File: config.mk
export PLATFORM = sky130hd
export DESIGN_NAME = ram_fifo_ctrl
export DESIGN_NICKNAME = d
export VERILOG_FILES = /design/src/rtl/ram_fifo_pkg.sv /design/src/rtl/ram_fifo_ctrl.sv
export SDC_FILE = /design/constraint.sdc
export NUM_CORES = 1
export LEC_CHECK = 0
export ABC_AREA = 1
export BUFFER_PORTS_ARGS = -buffer_cell sky130_fd_sc_hd__buf_2
export CORE_MARGIN = 2
export CORE_UTILIZATION = 53
export DETAILED_ROUTE_END_ITERATION = 10
export HOLD_SLACK_MARGIN = 0.06
export PLACE_DENSITY = 0.85
export SLEW_MARGIN = 20
export SYNTH_ARGS = -nofsm -noshare
export SYNTH_HDL_FRONTEND = slang
export SYNTH_SLANG_ARGS = --single-unit
File: constraint.sdc
create_clock -name CLK -period 3.5 [get_ports CLK]
set_input_delay 0.525 -clock CLK [delete_from_list [all_inputs] [get_ports CLK]]
set_output_delay 0.525 -clock CLK [all_outputs]
set_load 0.02 [all_outputs]
File: src/rtl/ram_fifo_pkg.sv
// Shared defaults and FSM state type for the RAM-backed FIFO controller.
package ram_fifo_pkg;

    localparam int unsigned DATA_W_DEF = 10;
    localparam int unsigned ADDR_W_DEF = 8;
    localparam int unsigned DEPTH      = 256;

    typedef enum logic {
        IDLE = 1'b0,
        CLR  = 1'b1
    } state_e;

endpackage

File: src/rtl/ram_fifo_ctrl.sv
// Circular FIFO controller driving an external single-port synchronous RAM.
// Optional power-up clear sweep of the RAM is enabled with RAM_FIFO_CLEAR_EN.
module ram_fifo_ctrl
    import ram_fifo_pkg::*;
#(
    parameter int unsigned DATA_W = DATA_W_DEF,
    parameter int unsigned ADDR_W = ADDR_W_DEF
) (
    input  logic              CLK,
    input  logic              RST,
    input  logic              PUSH_REQ,
    input  logic [DATA_W-1:0] PUSH_DATA,
    output logic              PUSH_RDY,
    input  logic              POP_REQ,
    output logic              POP_RDY,
    output logic [DATA_W-1:0] POP_DATA,
    output logic              POP_VALID,
    output logic [ADDR_W:0]   COUNT,
    output logic              FULL,
    output logic              EMPTY,
    output logic              BUSY,
    output logic              RAM_EN,
    output logic              RAM_WE,
    output logic [ADDR_W-1:0] RAM_ADDR,
    output logic [DATA_W-1:0] RAM_DIN,
    input  logic [DATA_W-1:0] RAM_DOUT
);

    localparam int unsigned DEPTH_L = 2 ** ADDR_W;

    logic [ADDR_W-1:0] wr_ptr_q, wr_ptr_d;
    logic [ADDR_W-1:0] rd_ptr_q, rd_ptr_d;
    logic [ADDR_W:0]   count_q, count_d;
    logic              pop_valid_q;
    logic              full, empty, busy;
    logic              push_acc, pop_acc;

`ifdef RAM_FIFO_CLEAR_EN
    state_e            state_q, state_d;
    logic [ADDR_W-1:0] clr_addr_q, clr_addr_d;

    assign busy = (state_q == CLR);

    always_comb begin
        state_d    = state_q;
        clr_addr_d = clr_addr_q;
        if (busy) begin
            clr_addr_d = clr_addr_q + ADDR_W'(1);
            if (clr_addr_q == '1) begin
                state_d = IDLE;
            end
        end
    end

    always_ff @(posedge CLK) begin
        if (RST) begin
            state_q    <= CLR;
            clr_addr_q <= '0;
        end else begin
            state_q    <= state_d;
            clr_addr_q <= clr_addr_d;
        end
    end
`else
    assign busy = 1'b0;
`endif

    always_comb begin
        full     = (count_q == (ADDR_W + 1)'(DEPTH_L));
        empty    = (count_q == '0);
        POP_RDY  = !empty && !busy;
        // Pop has priority: a push stalls whenever a pop can be taken.
        PUSH_RDY = !full && !busy && !(POP_REQ && !empty);
        pop_acc  = POP_REQ && POP_RDY && !RST;
        push_acc = PUSH_REQ && PUSH_RDY && !RST;

        RAM_EN   = 1'b0;
        RAM_WE   = 1'b0;
        RAM_ADDR = '0;
        RAM_DIN  = '0;
        wr_ptr_d = wr_ptr_q;
        rd_ptr_d = rd_ptr_q;
        count_d  = count_q;

        if (RST) begin
            RAM_EN = 1'b0;
`ifdef RAM_FIFO_CLEAR_EN
        end else if (busy) begin
            RAM_EN   = 1'b1;
            RAM_WE   = 1'b1;
            RAM_ADDR = clr_addr_q;
`endif
        end else if (pop_acc) begin
            RAM_EN   = 1'b1;
            RAM_ADDR = rd_ptr_q;
            rd_ptr_d = rd_ptr_q + ADDR_W'(1);
            count_d  = count_q - (ADDR_W + 1)'(1);
        end else if (push_acc) begin
            RAM_EN   = 1'b1;
            RAM_WE   = 1'b1;
            RAM_ADDR = wr_ptr_q;
            RAM_DIN  = PUSH_DATA;
            wr_ptr_d = wr_ptr_q + ADDR_W'(1);
            count_d  = count_q + (ADDR_W + 1)'(1);
        end
    end

    always_ff @(posedge CLK) begin
        if (RST) begin
            wr_ptr_q    <= '0;
            rd_ptr_q    <= '0;
            count_q     <= '0;
            pop_valid_q <= 1'b0;
        end else begin
            wr_ptr_q    <= wr_ptr_d;
            rd_ptr_q    <= rd_ptr_d;
            count_q     <= count_d;
            pop_valid_q <= pop_acc;
        end
    end

    // RAM read data is only meaningful in the cycle after a read edge.
    assign POP_DATA  = pop_valid_q ? RAM_DOUT : '0;
    assign POP_VALID = pop_valid_q;
    assign COUNT     = count_q;
    assign FULL      = full;
    assign EMPTY     = empty;
    assign BUSY      = busy;

endmodule

Yosys cells after proc, flatten, opt, wreduce, memory -nomap -nowiden
Index checks and enable logic that the tools add are counted.
{ "op_classes": {"add_sub_neg": 4, "mul": 0, "div": 0, "n_lt_le_gt_ge": 0, "eq_ne": 1, "shifts": 0, "n_mux": 14, "n_bitwise": 1, "reduce_logical": 12} }
{ "ops": {"columns": ["op", "n"], "rows": [
  ["$mux W10", 4],
  ["$mux W8", 3],
  ["$mux W9", 2],
  ["$add A8 B1 Y8 const B", 2],
  ["$add A9 B1 Y9 const B", 1],
  ["$eq A9 B9 Y1 const B", 1],
  ["$logic_not A9 Y1", 1],
  ["$sub A9 B1 Y9 const B", 1],
  ["$logic_and A1 B1 Y1", 5],
  ["$mux W1", 5],
  ["$logic_not A1 Y1", 4],
  ["$reduce_and A2 Y1", 1],
  ["$reduce_bool A2 Y1", 1],
  ["$not A1 Y1", 1]
]} }
{ "totals": {"register_bits": 26, "latchBits": 0, "ram_bits": 0, "mem_bits_ro": 0, "input_bits": 24, "mem_count": 0} }

Longest topological paths before layout
Gate-level depths: netlist (run 1).
{ "logic_depth": {"word_depth": 10, "ltp_mapped": 17} }

Least setup slack after synthesis (run 1)
OpenSTA, ideal clock, no wires.
{ "synth_path": {"kind": "register to register", "start": "register count_q[0], in the netlist COUNT[0]", "end": "register count_q[8], in the netlist COUNT[8]", "setup_time_ns": 0.115, "arrival_time_ns": 2.253, "required_ns": 3.385, "setup_slack_ns": 1.131, "path_stages_with_launch": 16, "n_path_buf": 0, "synth_period_minus_slack_ns": 2.369, "cell_sequence": "dfxtp_1 -> nor2_1 -> nand2_1 -> nor2_4 -> nand2_2 -> nand3_4 -> inv_2 -> ha_1 -> a21oi_1 -> nand2_1 -> a21oi_1 -> inv_1 -> nand2_1 -> nand3_1 -> nand2_1 -> nor2_1"} }
{ "synth_via": {"elab_cells_between_ends": 15} }
{ "synth_lines": {"columns": ["element", "line", "rtl"], "rows": [
  ["from (decl)", "ram_fifo_ctrl.sv:33", "logic [ADDR_W:0] count_q, count_d;"],
  ["from (signal assigned)", "ram_fifo_ctrl.sv:117", "count_q <= count_d;"],
  ["$logic_not A9 Y1 (*)", "ram_fifo_ctrl.sv:70", "empty = (count_q == '0);"],
  ["$logic_not A1 Y1 (*)", "ram_fifo_ctrl.sv:71", "POP_RDY = !empty && !busy;"],
  ["net POP_RDY", "ram_fifo_ctrl.sv:15", "output logic POP_RDY,"],
  ["$logic_and A1 B1 Y1 (*) (2 in a row)", "ram_fifo_ctrl.sv:74", "pop_acc = POP_REQ && POP_RDY && !RST;"],
  ["net pop_acc", "ram_fifo_ctrl.sv:36", "logic push_acc, pop_acc;"],
  ["$mux W9 / $reduce_bool A2 Y1 (equally long branches)", null, null]
]} }
Mark *: on every way through the listed nets, which the timed path passes. The rest lies on a longest branch. The select of a mux whose other input is x is not followed.
A chain may end at the register's enable or synchronous reset.

Worst setup path after layout (run 1)
{ "layout_path": {"start": "register count_q[0], in the netlist COUNT[0]", "end": "output port RAM_ADDR[2]"} }
{ "layout_via": {"elab_chain_len": 10, "elab_cells_between_ends": 13} }
{ "layout_lines": {"columns": ["element", "line", "rtl"], "rows": [
  ["$logic_not A9 Y1", "ram_fifo_ctrl.sv:70", null],
  ["$logic_not A1 Y1", "ram_fifo_ctrl.sv:71, ram_fifo_ctrl.sv:73", null],
  ["$logic_and A1 B1 Y1", "ram_fifo_ctrl.sv:73, ram_fifo_ctrl.sv:74", null],
  ["$logic_not A1 Y1", "ram_fifo_ctrl.sv:73", "PUSH_RDY = !full && !busy && !(POP_REQ && !empty);"],
  ["$logic_and A1 B1 Y1", "ram_fifo_ctrl.sv:73", null],
  ["$logic_and A1 B1 Y1 (2 in a row)", "ram_fifo_ctrl.sv:75", "push_acc = PUSH_REQ && PUSH_RDY && !RST;"],
  ["$mux W8", "ram_fifo_ctrl.sv:98", "end else if (push_acc) begin"],
  ["$mux W8 (*)", "ram_fifo_ctrl.sv:93", "end else if (pop_acc) begin"],
  ["$mux W8 (*)", "ram_fifo_ctrl.sv:85", "if (RST) begin"],
  ["to (decl)", "ram_fifo_ctrl.sv:24", "output logic [ADDR_W-1:0] RAM_ADDR,"]
]} }
Every way passes the cells marked *; elsewhere a longest branch is shown, timed or not.

==> flow_summary.json, run 1 <==
{
  "io_buffers": 67,
  "grt_max_degree": 28,
  "insertedDiodeCount": 0,
  "multi_input_area_um2": 1052,
  "setup_violations": 0,
  "drcViolationCount": 0,
  "grt_first_pass_wirelength_um": 7417,
  "grt_overflow_total": 0,
  "p_sw_share_pct": 40.83,
  "rows": 21,
  "track_usage_pct": 22.69,
  "crit_chain": "nor2_1, nand2_1, nor2_4, nand2_1, nand3_4, inv_2, nand2_1, o21ai_0, buf_2",
  "cts_sinks": 26,
  "wl_per_cell_um": 10.84,
  "grt_util_met3_pct": 4.144,
  "io_pins": 69,
  "crit_family": "simple AND/OR/NAND/NOR gates",
  "startpoint_type": "flip-flop",
  "postCtsSetupRepairBufs": 0,
  "cp_data_arrival_time_ns": 2.08,
  "grt-busiest-layer": "met2",
  "grt_use_met2_pct": 39.65,
  "grt_pass1_vias": 1733,
  "synth_area_leader_cell": "dfxtp_1",
  "endpoint_kind": "primary output",
  "fin_setup_tns_ns": 0,
  "timing.final.max_slew_violations": 0,
  "die_area_um2": 3938,
  "ys_seq_area_share_pct": 28.45,
  "core-area_um2": 3337,
  "initial_core_util_pct": 54.82,
  "die_y_um": 62.75,
  "seqCellArea_um2": 520.5,
  "post-route-period-util_pct": 74.39,
  "synth_area_um2": 1829,
  "drtIter0Drc": 91,
  "dieWidth_um": 62.75,
  "critPathRequiredTime_ns": 2.97,
  "holdBufCountCts": 0,
  "wl_um": 4313,
  "synth_top_area_share_pct": 28.45,
  "cp_num_buf_inv": 2,
  "crit_fanout": 27,
  "cts_tree": "built",
  "hold_viol_final": 0,
  "pwr-share-seq_pct": 36.8,
  "detail-route-antenna-nets": 0,
  "drive_above_1_share_pct": 23.58,
  "comb_power_share_pct": 41.3,
  "place_congestion": 0.8334,
  "netlist_instances": 288,
  "numCtsBuffers": 3,
  "clk-insertion-delay-late_ns": 0.33,
  "clockPowerShare_pct": 21.9,
  "irDropWorstVdd_v": 0.0003158,
  "ys_ff_latch": 26,
  "synthTopCellsByArea": "dfxtp_1, nand2_1, inv_1, nor2_1, ha_1",
  "vias": 1954,
  "p_int_mw": 0.5725,
  "critPathMostFrequentCell": "nand2_1",
  "syn2layout_area_growth_pct": 22.02,
  "dp_hpwl_um": 3336,
  "synth_cell_types": 31,
  "yosysWarnings": 0,
  "cts.clk_slew.worst_paths_ns": 0.16,
  "cts_resized": 0,
  "maxCapViolations": 0,
  "firstDrtPassIters": 4,
  "whs_ns": 0.4796,
  "cts_buffer_depth": 2,
  "htreeDepth": 1,
  "met1_usage_pct": 28.18,
  "vias_per_cell": 4.910,
  "max_freq_ghz": 0.3841,
  "criticalPathCategory": "reg -> out",
  "p_sw_mw": 0.3951,
  "skew_ns": 0.008976,
  "fillCellCount": 309,
  "min_period_ns": 2.604,
  "hp-class": "reg -> reg",
  "synth_fp_nets": 322,
  "final_nets": 387,
  "cts-root-buf": "clkbuf_4",
  "status": "complete, no violations",
  "max_stage_delay_ns": 0.47,
  "antenna_found_initial": 0,
  "synth_area_per_cell_um2": 6.352,
  "cp_slowest_cell": "dfxtp_1",
  "pwr_density_cell_nw_per_um2": 433.5,
  "rsz0062_at_grt": "false",
  "p_leak_nw": 1.275
}
-- tightest hold or removal path, cell delays in order, from the launching register on --
cell	delay (ns)
dfxtp_1	0.34
nand2_1	0.06
a21oi_1	0.05
-- cell type report --
class,count,share of cell area [%]
clock buffer,3,1.009
clock inverter,1,1.345
inverter,55,9.249
multi-input combinational,199,47.14
sequential,26,23.32
tap,46,2.578
timing repair buffer,68,15.36
-- cells by family after synthesis --
family	count (synthesis)	synth area share, %
compound gates	48	14.23
xor+xnor	10	4.788
fa+ha+maj	10	7.250
buf+inv	63	14.02
flops	26	28.45
other cells	1	0.2050
simple gates	130	31.05
-- stage by stage --
| step | power (mW) | setup WS, ns | util (%) | std cells | area, µm² |
|---|---|---|---|---|---|
| detailed placement | 0.7627 | 0.9371 | 65.32 | 394 | 2180 |
| CTS | 0.9777 | 0.8660 | 66.89 | 398 | 2232 |
| finish | 0.9676 | 0.8963 | 66.89 | 398 | 2232 |
| global placement | 0.7536 | 1.039 | 65.32 | 394 | 2180 |
| floorplan | 0.6559 | 1.131 | - | 288 | 1829 |
| global route | 1.034 | 0.6263 | 66.89 | 398 | 2232 |
-- power groups by stage --
stage                     clock network, mW  logic [mW]  registers, mW
final                                 0.212       0.400          0.356
after detailed placement                  0       0.401          0.362
after global placement                    0       0.392          0.361
after CTS                             0.220       0.402          0.356
after global routing                  0.226       0.447          0.361
after floorplan                           0       0.277          0.379
-- final timing paths --
check | endpoint | startpoint | cells after the start | slack, ns
worst max-delay path | RAM_ADDR[2] | COUNT[0] | 9 | 0.90
worst min-delay path | rd_ptr_q[7] | rd_ptr_q[7] | 2 | 0.48
worst max register to register | COUNT[8] | COUNT[0] | 13 | 0.93
worst min register to register | rd_ptr_q[7] | rd_ptr_q[7] | 2 | 0.48
-- synthesized netlist by cell type --
library cell,number
nand2_1,64
inv_1,51
nor2_1,41
dfxtp_1,26
a21oi_1,20
nand3_1,11
o21ai_0,10
xor2_1,10
ha_1,9
o21ai_1,8
nor3_1,5
o22ai_1,5
inv_2,4
buf_4,3
clkbuf_1,3
nand3_4,2
o21a_1,2
buf_2,1
buf_6,1
conb_1,1
fa_1,1
nand2_2,1
nand2_4,1
nand3_2,1
nand4_1,1
nor2_4,1
nor3b_1,1
o21ai_2,1
o21bai_1,1
o31ai_1,1
or2_1,1
-- per-layer routing --
metal | wire length (µm) | vias to the layer above | share of wire [%]
met2 | 2010 | 77 | 47
met3 | 337 | 4 | 7.8
met5 | 0 | - | 0
met1 | 1918 | 849 | 44
li1 | - | 1024 | -
met4 | 47 | 0 | 1.1
-- placed cells by master, fill, tap and decap left out, drive strengths merged, types with 9 or more instances in the layout --
cell   netlist  routed
a21oi       20      20
buf          5      68
dfxtp       26      26
ha           9       9
inv         55      55
nand2       66      66
nand3       14      14
nor2        42      42
o21ai       19      19
xor2        10      10
-- flip-flops by register name (all words and copies together), names as in the netlist --
register,flops
COUNT,9
rd_ptr_q,8
wr_ptr_q,8
POP_VALID,1
Note: power is estimated with default switching activity, not from simulation.
==> run 2, diff against run 1 <==
CORE_UTILIZATION = 49   (was 53)
PLACE_DENSITY = 0.8   (was 0.85)
clock period = 2.66 ns   (was 3.5 ns; I/O delays follow)
==> run 2 against run 1 <==
- clock power is 56% higher
- combinational power is 32% higher
- register-to-register slack worse by 0.61 ns
- via count is 2.5% lower
- non-clock buffer count is 1 higher
- largest power group unchanged
- setup slack worse by 0.59 ns
- core utilization is 4.7 points lower
- highest routed layer is now met3
- global-route usage is 2.7 points lower
==> flow_summary.json, run 2 (synthesis results as in run 1) <==
{
  "antenna_found_initial": 0,
  "die_area_um2": 4238,
  "timing.final.max_slew_violations": 0,
  "largest_register_ffs": 9,
  "firstDrtPassIters": 4,
  "dieWidth_um": 65.10,
  "vias_per_cell": 4.753,
  "pwr_density_cell_nw_per_um2": 585.7,
  "multi_input_area_um2": 1052,
  "drcViolationCount": 0,
  "core-area_um2": 3633,
  "dp_hpwl_um": 3250,
  "cts-root-buf": "clkbuf_8",
  "max_stage_delay_ns": 0.44,
  "p_leak_nw": 1.287,
  "cts_sinks": 26,
  "startpoint_type": "flip-flop",
  "clk-insertion-delay-late_ns": 0.27,
  "critPathRequiredTime_ns": 2.26,
  "drtIter0Drc": 99,
  "irDropWorstVdd_v": 0.0003053,
  "crit_chain": "nor2_1, nand2_1, nor2_4, nand2_1, nand3_4, inv_2, nand2_1, o21ai_0, buf_2",
  "cp_data_arrival_time_ns": 1.96,
  "rsz0062_at_grt": "false",
  "placed_area_um2": 2190,
  "grt_pass1_vias": 1613,
  "initial_core_util_pct": 50.34,
  "insertedDiodeCount": 0,
  "endpoint_kind": "primary output",
  "post-route-period-util_pct": 88.50,
  "hp-class": "in -> reg",
  "utilization_pct": 62.22,
  "io_buffers": 67,
  "cp_num_buf_inv": 2,
  "crit_fanout": 27,
  "detail-route-antenna-nets": 0,
  "final_area_um2": 2261,
  "die_y_um": 65.10,
  "setup_violations": 0,
  "drive_above_1_share_pct": 23.80,
  "final_cell_mix": "buf_2, nand2_1, inv_1",
  "dpl_worst_slack_ns": 0.3419,
  "wl_um": 4233,
  "max_freq_ghz": 0.4248,
  "final_nets": 388,
  "postCtsSetupRepairBufs": 0,
  "vias": 1906,
  "fin_ws_ns": 0.3058,
  "syn2layout_area_growth_pct": 23.60,
  "cts.clk_slew.worst_paths_ns": 0.10,
  "skew_ns": 0.007774,
  "grt_first_pass_wirelength_um": 6893,
  "final_common_cell": "buf_2",
  "cts_tree": "built",
  "rows": 22,
  "criticalPathCategory": "reg -> out",
  "maxCapViolations": 0,
  "htreeDepth": 1,
  "status": "complete, no violations",
  "crit_family": "simple AND/OR/NAND/NOR gates",
  "fillCellCount": 330,
  "hold_viol_final": 0,
  "io_pins": 69,
  "holdBufCountCts": 0,
  "cts_buffer_depth": 2,
  "critPathMostFrequentCell": "nand2_1",
  "place_congestion": 0.8922,
  "numCtsBuffers": 3,
  "min_period_ns": 2.354,
  "track_usage_pct": 19.99,
  "wl_per_cell_um": 10.56,
  "grt_overflow_total": 0,
  "fin_setup_tns_ns": 0,
  "seqCellArea_um2": 520.5,
  "cts_resized": 0,
  "grt_max_degree": 28,
  "cp_slowest_cell": "dfxtp_1"
}
run 2: cell count changes in the layout (fill, tap and decap cells not counted):
cell / before / now
clkbuf_8: 0 / 3
clkbuf_4: 3 / 0
buf_4: 1 / 2
run 2: cell type report:
| type | count | share of cell area (%) |
|---|---|---|
| clock buffer | 3 | 1.826 |
| tap | 48 | 2.656 |
| timing repair buffer | 69 | 15.50 |
| sequential | 26 | 23.02 |
| inverter | 55 | 9.131 |
| clock inverter | 1 | 1.328 |
| multi-input combinational | 199 | 46.54 |
run 2: path summary, 6_finish.rpt:
path                             startpoint     endpoint  slack [ns]  cells past startpoint
worst max-delay path               COUNT[0]  RAM_ADDR[2]        0.31                      9
worst min register to register  wr_ptr_q[6]  wr_ptr_q[6]        0.47                      2
worst max register to register     COUNT[0]     COUNT[8]        0.32                     15
worst min-delay path                    RST  wr_ptr_q[6]        0.45                      2
run 2: layer usage:
| metal | vias to the layer above | routed length [µm] | track usage (%) |
|---|---|---|---|
| met2 | 68 | 1951 | 34.54 |
| li1 | 1026 | - | - |
| met5 | - | 0 | 0 |
| met4 | 0 | 0 | 5.729 |
| met1 | 812 | 1947 | 26.20 |
| met3 | 0 | 334 | 2.568 |
run 2: power by group:
group          internal, mW  switching, mW
Combinational         0.179          0.351
Clock                 0.201          0.129
Sequential            0.424         0.0406
run 2: worst reg2reg max path: cells and delay by family, from the launching register on:
family / cells / cell delay, ns
AND/OR/NAND/NOR: 10 / 0.81
flip-flops: 1 / 0.44
buffers and inverters: 2 / 0.26
AO/OA/AOI/OAI: 2 / 0.36
adder cells (fa/ha/maj): 1 / 0.34
run 2: stage by stage:
step | power (mW) | hold WS [ns] | instances
CTS | 1.334 | 0.4481 | 401
global placement | 0.9947 | 0.4573 | 397
global route | 1.415 | 0.4599 | 401
floorplan | 0.8630 | 0.4436 | 288
finish | 1.324 | 0.4498 | 401
detailed placement | 1.004 | 0.4600 | 397
==> run 3, diff against run 2 <==
ABC_AREA = default   (was 1)
CORE_UTILIZATION = 48   (was 49)
PLACE_DENSITY = 0.79   (was 0.8)
==> run 3 against run 2 <==
- the flow now finishes with violations (setup timing)
- via count decreased by 3.1%
- combinational power increased by 110%
- global-route usage increased by 2.8 points
- critical path type is now reg -> reg
- final cell count decreased by 15%
- count of clock-buffer cells in the layout unchanged
==> flow_summary.json, run 3 <==
{
  "status": "finished with violations",
  "failed_checks": "setup timing",
  "synthTopCellsByArea": "dfxtp_1, and2_1, ha_1, nand2_1, a21oi_1",
  "htreeDepth": 1,
  "antenna_found_initial": 0,
  "final_cells": 340,
  "skew_ns": 0.006653,
  "numCtsBuffers": 3,
  "fin_ws_ns": -0.04238,
  "max_freq_ghz": 0.3700,
  "timing.final.max_slew_violations": 0,
  "synth_most_common_cell": "dfxtp_1",
  "netlist_instances": 204,
  "drive_above_1_share_pct": 43.20,
  "synth_fp_nets": 238,
  "synth_commonest_cells": "dfxtp_1, nand2_1, and2_1",
  "dpl_worst_slack_ns": 0.002546,
  "cp_data_arrival_time_ns": 2.98,
  "vias": 1846,
  "ys_seq_area_share_pct": 30.41,
  "p_leak_nw": 1.166,
  "synthFlopType": "dfxtp_1",
  "final_nets": 329,
  "rsz0062_at_grt": "true",
  "initial_core_util_pct": 50.50,
  "insertedDiodeCount": 0,
  "largest_register_ffs": 9,
  "synth_area_leader_cell": "dfxtp_1",
  "synthArstFlopShare_pct": 0,
  "dp_hpwl_um": 3430,
  "drcViolationCount": 0,
  "cts-root-buf": "clkbuf_4",
  "criticalPathCategory": "reg -> reg",
  "fin_setup_tns_ns": -0.04238,
  "min_period_ns": 2.702,
  "placed_area_um2": 2250,
  "synth_cell_types": 45,
  "irDropWorstVdd_v": 0.0004506,
  "synth_area_um2": 1712,
  "synth_area_per_cell_um2": 8.390,
  "grt_max_degree": 24,
  "rows": 21,
  "wl_um": 4740,
  "hold_viol_final": 0,
  "wl_per_cell_um": 13.94,
  "core-area_um2": 3390,
  "vias_per_cell": 5.429,
  "io_buffers": 67,
  "setup_violations": 1,
  "syn2layout_area_growth_pct": 40.35,
  "die_area_um2": 4060,
  "ys_ff_latch": 26,
  "maxCapViolations": 0,
  "final_cell_mix": "buf_2, buf_4, dfxtp_1, nand2_1, and2_1",
  "critPathRequiredTime_ns": 2.93,
  "final_area_um2": 2402,
  "final_common_cell": "buf_2",
  "synth_edf_count": 0,
  "die_y_um": 63.72,
  "hp-class": "reg -> reg",
  "grt_pass1_vias": 1720,
  "clk-insertion-delay-late_ns": 0.33,
  "cts_sinks": 26,
  "cts.clk_slew.worst_paths_ns": 0.15,
  "drtIter0Drc": 79,
  "cts_tree": "built",
  "endpoint_kind": "flip-flop",
  "grt_overflow_total": 0,
  "track_usage_pct": 22.77,
  "dieWidth_um": 63.72,
  "pwr_density_cell_nw_per_um2": 778.0,
  "crit_fanout": 6,
  "place_congestion": 0.9114,
  "dpl.cell_count": 329,
  "cts_buffer_depth": 2,
  "detail-route-antenna-nets": 0,
  "whs_ns": 0.4979,
  "post-route-period-util_pct": 101.6,
  "synth_top_area_share_pct": 30.41,
  "io_pins": 69,
  "firstDrtPassIters": 5,
  "grt_first_pass_wirelength_um": 7445,
  "startpoint_type": "flip-flop",
  "yosysWarnings": 0
}
[run 3: worst max-delay path, cell delays in order, from the launching register on]
cell and delay [ns]:
dfxtp_2 0.35, or4_4 0.54, o31ai_4 0.29, nor2_4 0.10, fa_2 0.36, a211oi_2 0.27, o211ai_1 0.12, a21oi_2 0.16
mux2i_1 0.25, mux2i_1 0.20
[run 3: final timing paths]
check | from | end | slack, ns | depth (start not counted)
max | COUNT[0] | COUNT[8] | -0.04 | 9
min | wr_ptr_q[7] | wr_ptr_q[7] | 0.50 | 2
max reg2reg | COUNT[0] | COUNT[8] | -0.04 | 9
min reg2reg | wr_ptr_q[7] | wr_ptr_q[7] | 0.50 | 2
[run 3: what timing repair did]
item                                    4_1_cts  5_1_grt
pin swaps                                     5        7
cloned                                        0        2
resized for setup                             1       12
hold buffers                                  0        0
endpoints found under the setup margin       18       22
setup buffers                                 3        2
[run 3: cell type report]
| type | count | area (µm²) |
|---|---|---|
| tap | 46 | 57.56 |
| multi-input combinational | 165 | 1211 |
| clock buffer | 3 | 22.52 |
| fill | 267 | 987.2 |
| sequential | 26 | 525.5 |
| clock inverter | 1 | 30.03 |
| inverter | 7 | 26.28 |
| timing repair buffer | 92 | 529.3 |
[run 3: metrics by stage]
stage	utilization, %	power (mW)
2_1_floorplan	-	1.151
3_3_place_gp	66.37	1.489
3_5_place_dp	66.37	1.505
4_1_cts	68.70	1.800
6_report	70.87	1.869
5_1_grt	70.87	1.984
[run 3: metal layers]
metal	up-vias	wire [µm]	global-route usage (%)
met4	0	23	6.250
met1	845	2056	27.58
met2	88	2307	40.66
li1	911	-	-
met3	2	353	4.464
met5	-	0	0
[run 3: report_power, final]
part,internal [mW],switching (mW)
Sequential,0.447,0.0523
Clock,0.152,0.123
Combinational,0.481,0.614
[run 3: cell families (layout without fill, tap and decap cells)]
| family | count (synthesis) | after routing | share of synthesized area, % |
|---|---|---|---|
| AND/OR/NAND/NOR | 84 | 86 | 27.05 |
| AO/OA/AOI/OAI | 49 | 49 | 20.98 |
| flip-flops | 26 | 26 | 30.41 |
| XOR/XNOR | 16 | 16 | 8.187 |
| buffers and inverters | 15 | 103 | 3.655 |
| adder cells (fa/ha/maj) | 10 | 10 | 7.749 |
| multiplexers | 3 | 3 | 1.754 |
| other | 1 | 1 | 0.2191 |
